==> src/rtl/lc3_control_fsm.sv <==
// LC-3 sequencing control: fetch/decode/execute with programmable memory wait states.
// All datapath controls are registered and follow the state register one-for-one.
module lc3_control_fsm #(
    parameter int unsigned MEM_WAIT = 2
) (
    input  logic       clk,
    input  logic       reset,
    input  logic       run,
    input  logic       cont,
    input  logic [3:0] opcode,
    input  logic       ir5,
    input  logic       ir11,
    input  logic       ben,
    output logic       GateMARMUX,
    output logic       GateMDR,
    output logic       GateALU,
    output logic       GatePC,
    output logic       LD_REG,
    output logic       LD_BEN,
    output logic       LD_CC,
    output logic       LD_IR,
    output logic       LD_MAR,
    output logic       LD_MDR,
    output logic       LD_PC,
    output logic       LD_LED,
    output logic       MARMUX,
    output logic       ADDR1MUX,
    output logic       SR2MUX,
    output logic       MIO_EN,
    output logic [1:0] PCMUX,
    output logic [1:0] DRMUX,
    output logic [1:0] ADDR2MUX,
    output logic [1:0] SR1MUX,
    output logic [1:0] ALUK,
    output logic       mem_rd,
    output logic       mem_wr
);

    localparam logic [3:0] WAIT_LAST = 4'(MEM_WAIT - 1);

    typedef enum logic [4:0] {
        S_HALTED, S_F1, S_F2, S_F3, S_DEC,
        S_ADD, S_AND, S_NOT, S_BR, S_BRT,
        S_JMP, S_JSR0, S_JSR1,
        S_LDR1, S_LDR2, S_LDR3,
        S_STR1, S_STR2, S_STR3,
        S_P1, S_P2
    } state_t;

    typedef struct packed {
        logic       gate_marmux;
        logic       gate_mdr;
        logic       gate_alu;
        logic       gate_pc;
        logic       ld_reg;
        logic       ld_ben;
        logic       ld_cc;
        logic       ld_ir;
        logic       ld_mar;
        logic       ld_mdr;
        logic       ld_pc;
        logic       ld_led;
        logic       marmux;
        logic       addr1mux;
        logic       sr2mux;
        logic       mio_en;
        logic [1:0] pcmux;
        logic [1:0] drmux;
        logic [1:0] addr2mux;
        logic [1:0] sr1mux;
        logic [1:0] aluk;
        logic       mem_rd;
        logic       mem_wr;
    } ctrl_t;

    state_t     state_q, state_d;
    logic [3:0] wait_q, wait_d;
    ctrl_t      ctrl_q, ctrl_d;
    logic       mem_state;
    logic       wait_done;

    // imm5 selection is handled inside the datapath
    logic unused_ir5;
    assign unused_ir5 = ir5;

    assign mem_state = (state_q == S_F2) || (state_q == S_LDR2) ||
                       (state_q == S_STR3);
    assign wait_done = (wait_q == WAIT_LAST);

    always_comb begin
        state_d = state_q;
        wait_d  = 4'd0;
        if (mem_state && !wait_done)
            wait_d = wait_q + 4'd1;
        case (state_q)
            S_HALTED: if (run) state_d = S_F1;
            S_F1:     state_d = S_F2;
            S_F2:     if (wait_done) state_d = S_F3;
            S_F3:     state_d = S_DEC;
            S_DEC: begin
                case (opcode)
                    4'b0001: state_d = S_ADD;
                    4'b0101: state_d = S_AND;
                    4'b1001: state_d = S_NOT;
                    4'b0000: state_d = S_BR;
                    4'b1100: state_d = S_JMP;
                    4'b0100: state_d = S_JSR0;
                    4'b0110: state_d = S_LDR1;
                    4'b0111: state_d = S_STR1;
                    4'b1101: state_d = S_P1;
                    default: state_d = S_F1;
                endcase
            end
            S_BR:     state_d = ben ? S_BRT : S_F1;
            S_JSR0:   state_d = S_JSR1;
            S_LDR1:   state_d = S_LDR2;
            S_LDR2:   if (wait_done) state_d = S_LDR3;
            S_STR1:   state_d = S_STR2;
            S_STR2:   state_d = S_STR3;
            S_STR3:   if (wait_done) state_d = S_F1;
            S_P1:     if (cont) state_d = S_P2;
            S_P2:     if (!cont) state_d = S_F1;
            S_ADD, S_AND, S_NOT, S_BRT, S_JMP, S_JSR1, S_LDR3:
                      state_d = S_F1;
            default:  state_d = S_HALTED;
        endcase
    end

    // Controls for the state about to be entered, so they line up with state_q
    always_comb begin
        ctrl_d = '0;
        case (state_d)
            S_F1: begin
                ctrl_d.gate_pc = 1'b1;
                ctrl_d.ld_mar  = 1'b1;
                ctrl_d.ld_pc   = 1'b1;
            end
            S_F2, S_LDR2: begin
                ctrl_d.mem_rd = 1'b1;
                ctrl_d.mio_en = 1'b1;
                ctrl_d.ld_mdr = 1'b1;
            end
            S_F3: begin
                ctrl_d.gate_mdr = 1'b1;
                ctrl_d.ld_ir    = 1'b1;
            end
            S_DEC: ctrl_d.ld_ben = 1'b1;
            S_ADD, S_AND, S_NOT: begin
                ctrl_d.sr1mux   = 2'b01;
                ctrl_d.aluk     = (state_d == S_ADD) ? 2'b00 :
                                  (state_d == S_AND) ? 2'b01 : 2'b10;
                ctrl_d.gate_alu = 1'b1;
                ctrl_d.ld_reg   = 1'b1;
                ctrl_d.ld_cc    = 1'b1;
            end
            S_BRT: begin
                ctrl_d.addr2mux = 2'b10;
                ctrl_d.pcmux    = 2'b10;
                ctrl_d.ld_pc    = 1'b1;
            end
            S_JMP: begin
                ctrl_d.sr1mux   = 2'b01;
                ctrl_d.addr1mux = 1'b1;
                ctrl_d.pcmux    = 2'b10;
                ctrl_d.ld_pc    = 1'b1;
            end
            S_JSR0: begin
                ctrl_d.gate_pc = 1'b1;
                ctrl_d.drmux   = 2'b01;
                ctrl_d.ld_reg  = 1'b1;
            end
            S_JSR1: begin
                if (ir11) begin
                    ctrl_d.addr2mux = 2'b11;
                end else begin
                    ctrl_d.sr1mux   = 2'b01;
                    ctrl_d.addr1mux = 1'b1;
                end
                ctrl_d.pcmux = 2'b10;
                ctrl_d.ld_pc = 1'b1;
            end
            S_LDR1, S_STR1: begin
                ctrl_d.sr1mux      = 2'b01;
                ctrl_d.addr1mux    = 1'b1;
                ctrl_d.addr2mux    = 2'b01;
                ctrl_d.marmux      = 1'b1;
                ctrl_d.gate_marmux = 1'b1;
                ctrl_d.ld_mar      = 1'b1;
            end
            S_LDR3: begin
                ctrl_d.gate_mdr = 1'b1;
                ctrl_d.ld_reg   = 1'b1;
                ctrl_d.ld_cc    = 1'b1;
            end
            S_STR2: begin
                ctrl_d.aluk     = 2'b11;
                ctrl_d.gate_alu = 1'b1;
                ctrl_d.ld_mdr   = 1'b1;
            end
            S_STR3: ctrl_d.mem_wr = 1'b1;
            S_P1:   ctrl_d.ld_led = 1'b1;
            default: ctrl_d = '0;
        endcase
    end

    always_ff @(posedge clk) begin
        if (reset) begin
            state_q <= S_HALTED;
            wait_q  <= 4'd0;
            ctrl_q  <= '0;
        end else begin
            state_q <= state_d;
            wait_q  <= wait_d;
            ctrl_q  <= ctrl_d;
        end
    end

    assign GateMARMUX = ctrl_q.gate_marmux;
    assign GateMDR    = ctrl_q.gate_mdr;
    assign GateALU    = ctrl_q.gate_alu;
    assign GatePC     = ctrl_q.gate_pc;
    assign LD_REG     = ctrl_q.ld_reg;
    assign LD_BEN     = ctrl_q.ld_ben;
    assign LD_CC      = ctrl_q.ld_cc;
    assign LD_IR      = ctrl_q.ld_ir;
    assign LD_MAR     = ctrl_q.ld_mar;
    assign LD_MDR     = ctrl_q.ld_mdr;
    assign LD_PC      = ctrl_q.ld_pc;
    assign LD_LED     = ctrl_q.ld_led;
    assign MARMUX     = ctrl_q.marmux;
    assign ADDR1MUX   = ctrl_q.addr1mux;
    assign SR2MUX     = ctrl_q.sr2mux;
    assign MIO_EN     = ctrl_q.mio_en;
    assign PCMUX      = ctrl_q.pcmux;
    assign DRMUX      = ctrl_q.drmux;
    assign ADDR2MUX   = ctrl_q.addr2mux;
    assign SR1MUX     = ctrl_q.sr1mux;
    assign ALUK       = ctrl_q.aluk;
    assign mem_rd     = ctrl_q.mem_rd;
    assign mem_wr     = ctrl_q.mem_wr;

endmodule
==> config.mk <==
export PLATFORM = sky130hd
export DESIGN_NAME = lc3_control_fsm
export DESIGN_NICKNAME = d
export VERILOG_FILES = /design/src/rtl/lc3_control_fsm.sv
export SDC_FILE = /design/constraint.sdc
export NUM_CORES = 1
export LEC_CHECK = 0
export CAP_MARGIN = 25
export CORE_UTILIZATION = 36
export CTS_CLUSTER_DIAMETER = 80
export DETAILED_ROUTE_END_ITERATION = 12
export GPL_ROUTABILITY_DRIVEN = 0
export GPL_TIMING_DRIVEN = 1
export PLACE_DENSITY = 0.57
export SLEW_MARGIN = 15
export SYNTH_ARGS = -nofsm -noshare
export SYNTH_HDL_FRONTEND = slang
export SYNTH_SLANG_ARGS = --single-unit
==> constraint.sdc <==
create_clock -name clk -period 2.7 [get_ports clk]
set_input_delay 0.675 -clock clk [delete_from_list [all_inputs] [get_ports clk]]
set_output_delay 0.675 -clock clk [all_outputs]
set_load 0.005 [all_outputs]
# Word level (Yosys, flattened, before mapping)
# Memories as Yosys holds them, arrays and structs flattened.
# Cells that the tools add are included.
# classes
addsub	1
bitwise	1
mux	33
n_eq_ne	39
reduce_logical	21
# op_table
op	count
5-bit by 4-bit == test with 1-bit output (second input constant)	15
5-bit one-hot mux with 15 select lines	1
5-bit == test (second input constant)	9
5-bit by 3-bit == test with 1-bit output (second input constant)	8
5-bit two-way mux	6
5-bit by 2-bit == test with 1-bit output (second input constant)	4
1-bit two-way mux	17
3-bit OR reduction	5
4-bit OR reduction	3
5-bit by 1-bit == test with 1-bit output (second input constant)	2
2-bit OR reduction	5
2-bit two-way mux	4
7-bit OR reduction	1
2-bit one-hot mux with 3 select lines	1
6-bit OR reduction	1
5-bit zero test	1
5-bit OR reduction	1
4-bit by 1-bit adder with 4-bit output (second input constant)	1
4-bit by 1-bit == test with 1-bit output (second input constant)	1
4-bit two-way mux	1
1-bit one-hot mux with 2 select lines	2
2-bit one-hot mux with 2 select lines	1
1-bit logical OR	2
1-bit logical AND	1
other kinds (2)	2
# totals
inputBits	11
rom_bits	80
out_inout_bits	28
register_bits	35
n_memories	1
# mem_list
memory	depth	word_bits	rd	rd_ports_with_merged_regs	wr	line	text
(no name shown)	16	5	1	0	0	101	case (opcode)

# Depth between registers and ports, before layout
# Gate-level depths: netlist of the first run.
# logic_depth
depth_word	7
mapped_depth	10

# Worst setup path before layout of the first run
# OpenSTA, ideal clock, no wires.
# synth_path
path_kind	input port to flip-flop
start	input opcode[0]
end	register ctrl_q, in the netlist GateMDR
arrival_ps	2216
slack_ps	419
n_path_buf	0
required_time_ps	2635
setup_time_ps	65
stages	8
path_cell_list	inv_1 -> ha_1 -> nand3b_1 -> a211oi_1 -> a221oi_2 -> nor2_1 -> or4b_1 -> nor2_1
# synth_via
elab_chain_len	5
elab_cells_between_ends	6
cone_classes	eq/ne: 2; mux: 2; reduce/logical: 1; memory: 1
# synth_lines
item	line	text
from (decl)	10	input logic [3:0] opcode,
memory 16 x 5 bit *	--	
5-bit one-hot mux with 15 select lines *	95	case (state_q)
5-bit by 4-bit == test with 1-bit output / 5-bit by 2-bit == test with 1-bit output (equally long branches)	132	case (state_d)
2-bit OR reduction (no line) *	--	
1-bit two-way mux *	132	
to (signal assigned)	214	ctrl_q <= ctrl_d;
to (decl)	78	ctrl_t ctrl_q, ctrl_d;
# Mark *: on every way between the ends. The rest lies on a longest branch, timed or not.
# A chain may end at the register's enable or synchronous reset.

# Worst setup path in the final report of the first run
# layout_path
start	input opcode[3]
end	register ctrl_q, in the netlist GateMDR
# Same word-level chain as after synthesis.

==> results.py, run 1 <==
metrics = {
    "clock_tree": {
        "root_buffer": "clkbuf_8",
        "cts_buffer_depth": 2,
        "clkLatencyLatePin_ns": 0.28,
        "numCtsBuffers": 5,
        "cts_tree": "built",
        "post_cts_buffers": 0,
        "cts.clk_slew.worst_paths_ns": 0.06,
        "htreeDepth": 2,
        "cts_sinks": 31,
    },
    "synth": {
        "yosysMostFrequentCell": "dfxtp_1",
        "ys_types": 57,
        "synth_edf_count": 0,
        "synth_ff_type": "dfxtp_1",
        "syn_inst": 206,
        "yosysTopAreaCell": "dfxtp_1",
        "synthTopCellsByArea": "dfxtp_1 (35%), nor2_1 (5.0%), ha_1 (3.5%)",
        "yosys-top-cells-count": "dfxtp_1 (31), nor2_1 (24), a21oi_1 (10), buf_2 (10), nand2_1 (10)",
        "synth_warnings": 0,
        "synth.cell_area_um2": 1800,
        "synth-seq-area-share_pct": 34.5,
        "syn_avg_cell_area_um2": 8.72,
        "ys_ff_latch": 31,
        "synth_async_sr_flop_share_pct": 0,
        "synth_top_area_share_pct": 34.5,
    },
    "hold_path": {
        "hold_path.class": "register to register",
    },
    "setup_path": {
        "critPathKind": "primary input to register",
        "crit_path_end_kind": "register",
        "worstPathMaxFanout": 6,
        "critPathSlowestCell": "clkdlybuf4s50_1",
        "slowest_delay_ns": 0.57,
        "start_kind": "primary input",
        "cp_data_required_time_ns": 2.91,
        "cp_common_cell": "or4b_1",
        "path_cells": "clkdlybuf4s50_1, buf_4, mux2i_1, or4b_1, o211ai_2, or2_1, or4b_1, nor2_1",
        "cp.arrival_ns": 2.78,
    },
    "global_routing": {
        "track_usage_pct": 16.0,
        "grt_max_degree": 26,
        "grt_pass1_vias": 1408,
        "grt-ovfl-total": 0,
        "grt_pass1_wl_um": 6560,
        "grt_antenna_before_repair": 0,
    },
    "pwr": {
        "p_comb_share_pct": 24.7,
        "swShare_pct": 27.2,
        "p_sw_uw": 295,
        "clockPowerShare_pct": 31.0,
        "p_leak_nw": 0.974,
        "power.internal_uw": 790,
        "p_per_area_nw_per_um2": 435,
        "seq_power_share_pct": 44.3,
        "vdd_ir_drop_max_v": 0.000268,
    },
    "finish": {
        "fill_cells": 487,
        "area_growth_pct": 38.9,
        "nNetsFinal": 278,
        "diodes": 0,
        "final_util_pct": 52.5,
        "drive_gt1_share_pct": 21.3,
    },
    "placement": {
        "place_hpwl_um": 2860,
        "pre_cts_ws_ns": -0.281,
        "io_buffers": 33,
    },
    "routing": {
        "wl_per_cell_um": 11.9,
        "viasPerCell": 4.82,
        "ant_nets": 0,
        "remaining_drc_errors": 0,
        "drt-initial-drc-count": 73,
        "vias": 1592,
        "dr.pass1.iters": 4,
        "wl_um": 3930,
    },
    "die": {
        "core-area_um2": 4750,
        "rows": 25,
        "die_h_um": 72.6,
        "pin_count": 39,
        "die_w_um": 72.6,
        "start_util_pct": 37.8,
        "dieArea_um2": 5280,
    },
    "sta": {
        "setup_viol": 0,
        "hold_viol": 0,
        "skew_ns": 0.00287,
        "fmaxAchievable_mhz": 389,
        "drv_slew": 0,
        "finalCriticalPeriod_ns": 2.57,
        "worst_slack_ns": 0.130,
        "period_share_pct": 95.2,
    },
    "job": {
        "cap_viol_max_count": 0,
    },
    "status": {
        "status": "finished, final reports clean",
    },
}
## cells by family after synthesis
logic type	Yosys count	share of synthesized area, %
XOR/XNOR	7	3.41
adder cells (fa/ha/maj)	6	4.04
other	1	0.209
AND/OR/NAND/NOR	84	27.9
multiplexers	3	1.67
AO/OA/AOI/OAI	45	19.8
flip-flops	31	34.5
buffers and inverters	29	8.43
## per-layer routing
metal | vias up | global-route usage [%] | part of all wire, %
li1 | 848 | - | -
met1 | 705 | 23.2 | 55
met2 | 35 | 23.4 | 41
met3 | 4 | 4.14 | 3.5
met4 | 0 | 3.92 | 0.76
met5 | - | 0 | 0
## critical path: cells and delay by family
kind | cells | cell delay, ns
buffers and inverters | 2 | 0.72
AOI/OAI and AO/OA | 1 | 0.15
and+or+nand+nor | 4 | 1.06
muxes | 1 | 0.18
## path summary, 6_finish.rpt
path / start / to / slack [ns] / cells past startpoint
worst max-delay path: opcode[3] / GateMDR / 0.13 / 8
worst min-delay path: wait_q[0] / wait_q[0] / 0.47 / 1
worst max register to register: wait_q[0] / SR1MUX[0] / 0.26 / 9
worst min register to register: wait_q[0] / wait_q[0] / 0.47 / 1
## final cells by class
cell class	instances	area [um2]	share of cell area [%]
clock inverter	1	5.00	0.201
sequential	31	621	24.9
multi-input combinational	149	1070	43.0
inverter	8	30.0	1.20
timing repair buffer	67	607	24.3
clock buffer	7	76.3	3.06
tap	67	83.8	3.36
## registers in the layout (all words and copies together) (netlist names), 2 cells and up
name	count
state_q	5
wait_q	4
ALUK	2
ADDR2MUX	2
## power by group through the flow
| stage | logic (mW) | clock network [mW] | registers [mW] |
|---|---|---|---|
| 6_report | 0.268 | 0.336 | 0.481 |
| 5_1_grt | 0.296 | 0.370 | 0.482 |
| 4_1_cts | 0.264 | 0.349 | 0.481 |
| 3_5_place_dp | 0.263 | 0 | 0.491 |
| 3_3_place_gp | 0.261 | 0 | 0.491 |
| 2_1_floorplan | 0.150 | 0 | 0.492 |
## layout by cell type, fill, tap and decap left out, drive strengths merged, types with 2 or more instances in the layout
master | synthesis | routed
buf | 18 | 34
dfxtp | 31 | 31
clkdlybuf4s50 | 0 | 30
nor2 | 24 | 24
nand2 | 10 | 10
a21oi | 10 | 10
inv | 8 | 8
nand2b | 7 | 7
clkbuf | 3 | 7
a211oi | 6 | 6
xnor2 | 5 | 5
ha | 5 | 5
nor3 | 5 | 5
nand3b | 4 | 4
nor4 | 4 | 4
o21a | 4 | 4
nand3 | 4 | 4
conb | 1 | 4
nor2b | 4 | 4
o211ai | 4 | 4
mux2i | 3 | 3
nor3b | 3 | 3
a31oi | 3 | 3
dlymetal6s2s | 0 | 3
o21ai | 3 | 3
or4b | 3 | 3
or2 | 3 | 3
a2111oi | 3 | 3
xor2 | 2 | 2
or4bb | 2 | 2
and3 | 2 | 2
o31ai | 2 | 2
nor4b | 2 | 2
## metrics by stage
step	cell area [um2]	hold WS, ns	cells	power, mW	setup TNS [ns]
after CTS	2440	0.480	329	1.09	0
final	2500	0.474	330	1.08	0
after global routing	2500	0.490	330	1.15	-0.0210
after global placement	2360	0.452	321	0.752	-3.74
after detailed placement	2360	0.465	321	0.753	-3.56
after floorplan	1810	0.433	209	0.642	0
## what timing repair did
| item | CTS | global route |
|---|---|---|
| endpoints found under the setup margin | 0 | 18 |
| resized for setup | 0 | 13 |
| hold buffers | 0 | 0 |
(Power assumes the default switching activity.)
==> inputs of run 2 (changes only) <==
CORE_UTILIZATION = 50   (was 36)
PLACE_DENSITY = 0.76   (was 0.57)
SLEW_MARGIN = 0   (was 15)
==> results.py, run 2 (synthesis results as in run 1) <==
metrics = {
    "setup_path": {
        "start_kind": "primary input",
        "worstPathMaxFanout": 7,
        "r2r_slack_ns": 0.23,
        "cp_data_required_time_ns": 2.91,
        "r2r-end": "mem_rd",
        "crit_path_end_kind": "register",
        "critPathKind": "primary input to register",
        "cp.arrival_ns": 2.82,
        "rr_startpoint": "wait_q[0]",
        "reg2reg_depth": 7,
    },
    "die": {
        "rows": 21,
        "start_util_pct": 53.0,
        "dieArea_um2": 3840,
        "pin_count": 39,
        "die_h_um": 61.9,
        "core-area_um2": 3390,
        "die_w_um": 61.9,
    },
    "finish": {
        "area_growth_pct": 36.1,
        "diodes": 0,
        "final_common_cell": "buf_4",
        "fill_cells": 254,
        "largest_reg_flops": 5,
        "mostFrequentLayoutCells": "buf_4 (36), clkdlybuf4s50_1 (33), dfxtp_1 (30), nor2_1 (24)",
        "nNetsFinal": 281,
        "top_register": "state_q",
        "drive_gt1_share_pct": 23.0,
        "reg_top3": "state_q (5), wait_q (4)",
        "fin_area_um2": 2450,
    },
    "job": {
        "cap_viol_max_count": 0,
    },
    "routing": {
        "dr.pass1.iters": 4,
        "viasPerCell": 5.45,
        "wl_per_cell_um": 13.3,
        "remaining_drc_errors": 0,
        "ant_nets": 0,
        "wl_um": 4140,
        "drt-initial-drc-count": 73,
        "vias": 1695,
    },
    "sta": {
        "period_share_pct": 96.5,
        "fmaxAchievable_mhz": 384,
        "hold_viol": 0,
        "rsz0062_at_grt": "false",
        "skew_ns": 0.00831,
        "drv_slew": 0,
        "whs_ns": 0.478,
        "setup_tns_ns": 0,
        "setup_viol": 0,
        "finalCriticalPeriod_ns": 2.61,
    },
    "clock_tree": {
        "cts.clk_slew.worst_paths_ns": 0.09,
        "hold_buffers": 0,
        "clkLatencyLatePin_ns": 0.33,
        "root_buffer": "clkbuf_4",
        "htreeDepth": 2,
        "numCtsBuffers": 5,
        "cts_buffer_depth": 2,
        "cts_tree": "built",
        "cts_sinks": 31,
    },
    "global_routing": {
        "grt_antenna_before_repair": 0,
        "track_usage_pct": 23.9,
        "grt_pass1_wl_um": 6760,
        "grt_pass1_vias": 1592,
        "grt-ovfl-total": 0,
        "grt_max_degree": 22,
    },
    "status": {
        "status": "finished, final reports clean",
    },
    "placement": {
        "postPlaceCellArea_um2": 2360,
        "io_buffers": 33,
        "place_hpwl_um": 3060,
    },
    "pwr": {
        "p_leak_nw": 0.950,
        "finalPower_mw": 1.03,
        "vdd_ir_drop_max_v": 0.000231,
        "p_per_area_nw_per_um2": 420,
    },
    "hold_path": {
        "hold_depth": 1,
        "hold-path-endpoint": "wait_q[0]",
        "hold_path.class": "register to register",
        "hold_path.startpoint": "wait_q[0]",
    },
}
[run 2: per-stage QoR]
| stage | setup slack [ns] | std cells | utilization [%] |
|---|---|---|---|
| after global routing | 0.00330 | 311 | 72.2 |
| after floorplan | 0.419 | 209 | - |
| after detailed placement | -0.293 | 303 | 69.5 |
| after global placement | -0.258 | 303 | 69.5 |
| after CTS | 0.0354 | 310 | 71.2 |
| final | 0.0948 | 311 | 72.2 |
[run 2: area by class of cell]
cell class | count | area (um2) | area share, %
Clock buffer | 6 | 51.3 | 2.10
Clock inverter | 1 | 5.00 | 0.205
Inverter | 8 | 30.0 | 1.23
Multi-Input combinational cell | 149 | 1060 | 43.3
Sequential cell | 31 | 622 | 25.4
Tap cell | 46 | 57.6 | 2.35
Timing Repair Buffer | 70 | 621 | 25.4
[run 2: power breakdown]
part	internal [mW]	total, mW	switching [mW]
Clock	0.120	0.266	0.146
Combinational	0.143	0.284	0.140
Sequential	0.472	0.478	0.00581
Total	0.736	1.03	0.292
[run 2: worst max-delay path, stage by stage]
cell	delay, ns
clkdlybuf4s50_1	0.53
inv_1	0.06
ha_1	0.28
nand3b_1	0.10
a211oi_2	0.08
a221oi_2	0.35
buf_4	0.23
o21a_1	0.14
nor3_2	0.06
o21ai_0	0.19
o31ai_1	0.11
[run 2: routing by layer]
metal  track usage, %  vias up  part of all wire (%)
met4             11.4        0                   2.2
met5                0        -                     0
met1             29.8      795                    46
met2             39.4       52                    48
met3             4.76        7                   3.4
li1                 -      841                     -
[run 2: timing repair]
item | in CTS | in global routing
setup endpoints to repair | 0 | 16
setup buffers | 0 | 1
gates resized for setup | 0 | 7
[run 2: how the worst max path moves through the flow]
stage,slack (ns),end,start,depth (start not counted)
5_1_grt,0.003,SR1MUX[0],opcode[0],10
2_1_floorplan,0.42,GateMDR,opcode[0],8
3_5_place_dp,-0.29,PCMUX[1],opcode[0],8
4_1_cts,0.04,mem_rd,opcode[0],9
3_3_place_gp,-0.26,GateMDR,opcode[0],9
6_report,0.09,ADDR1MUX,opcode[0],11
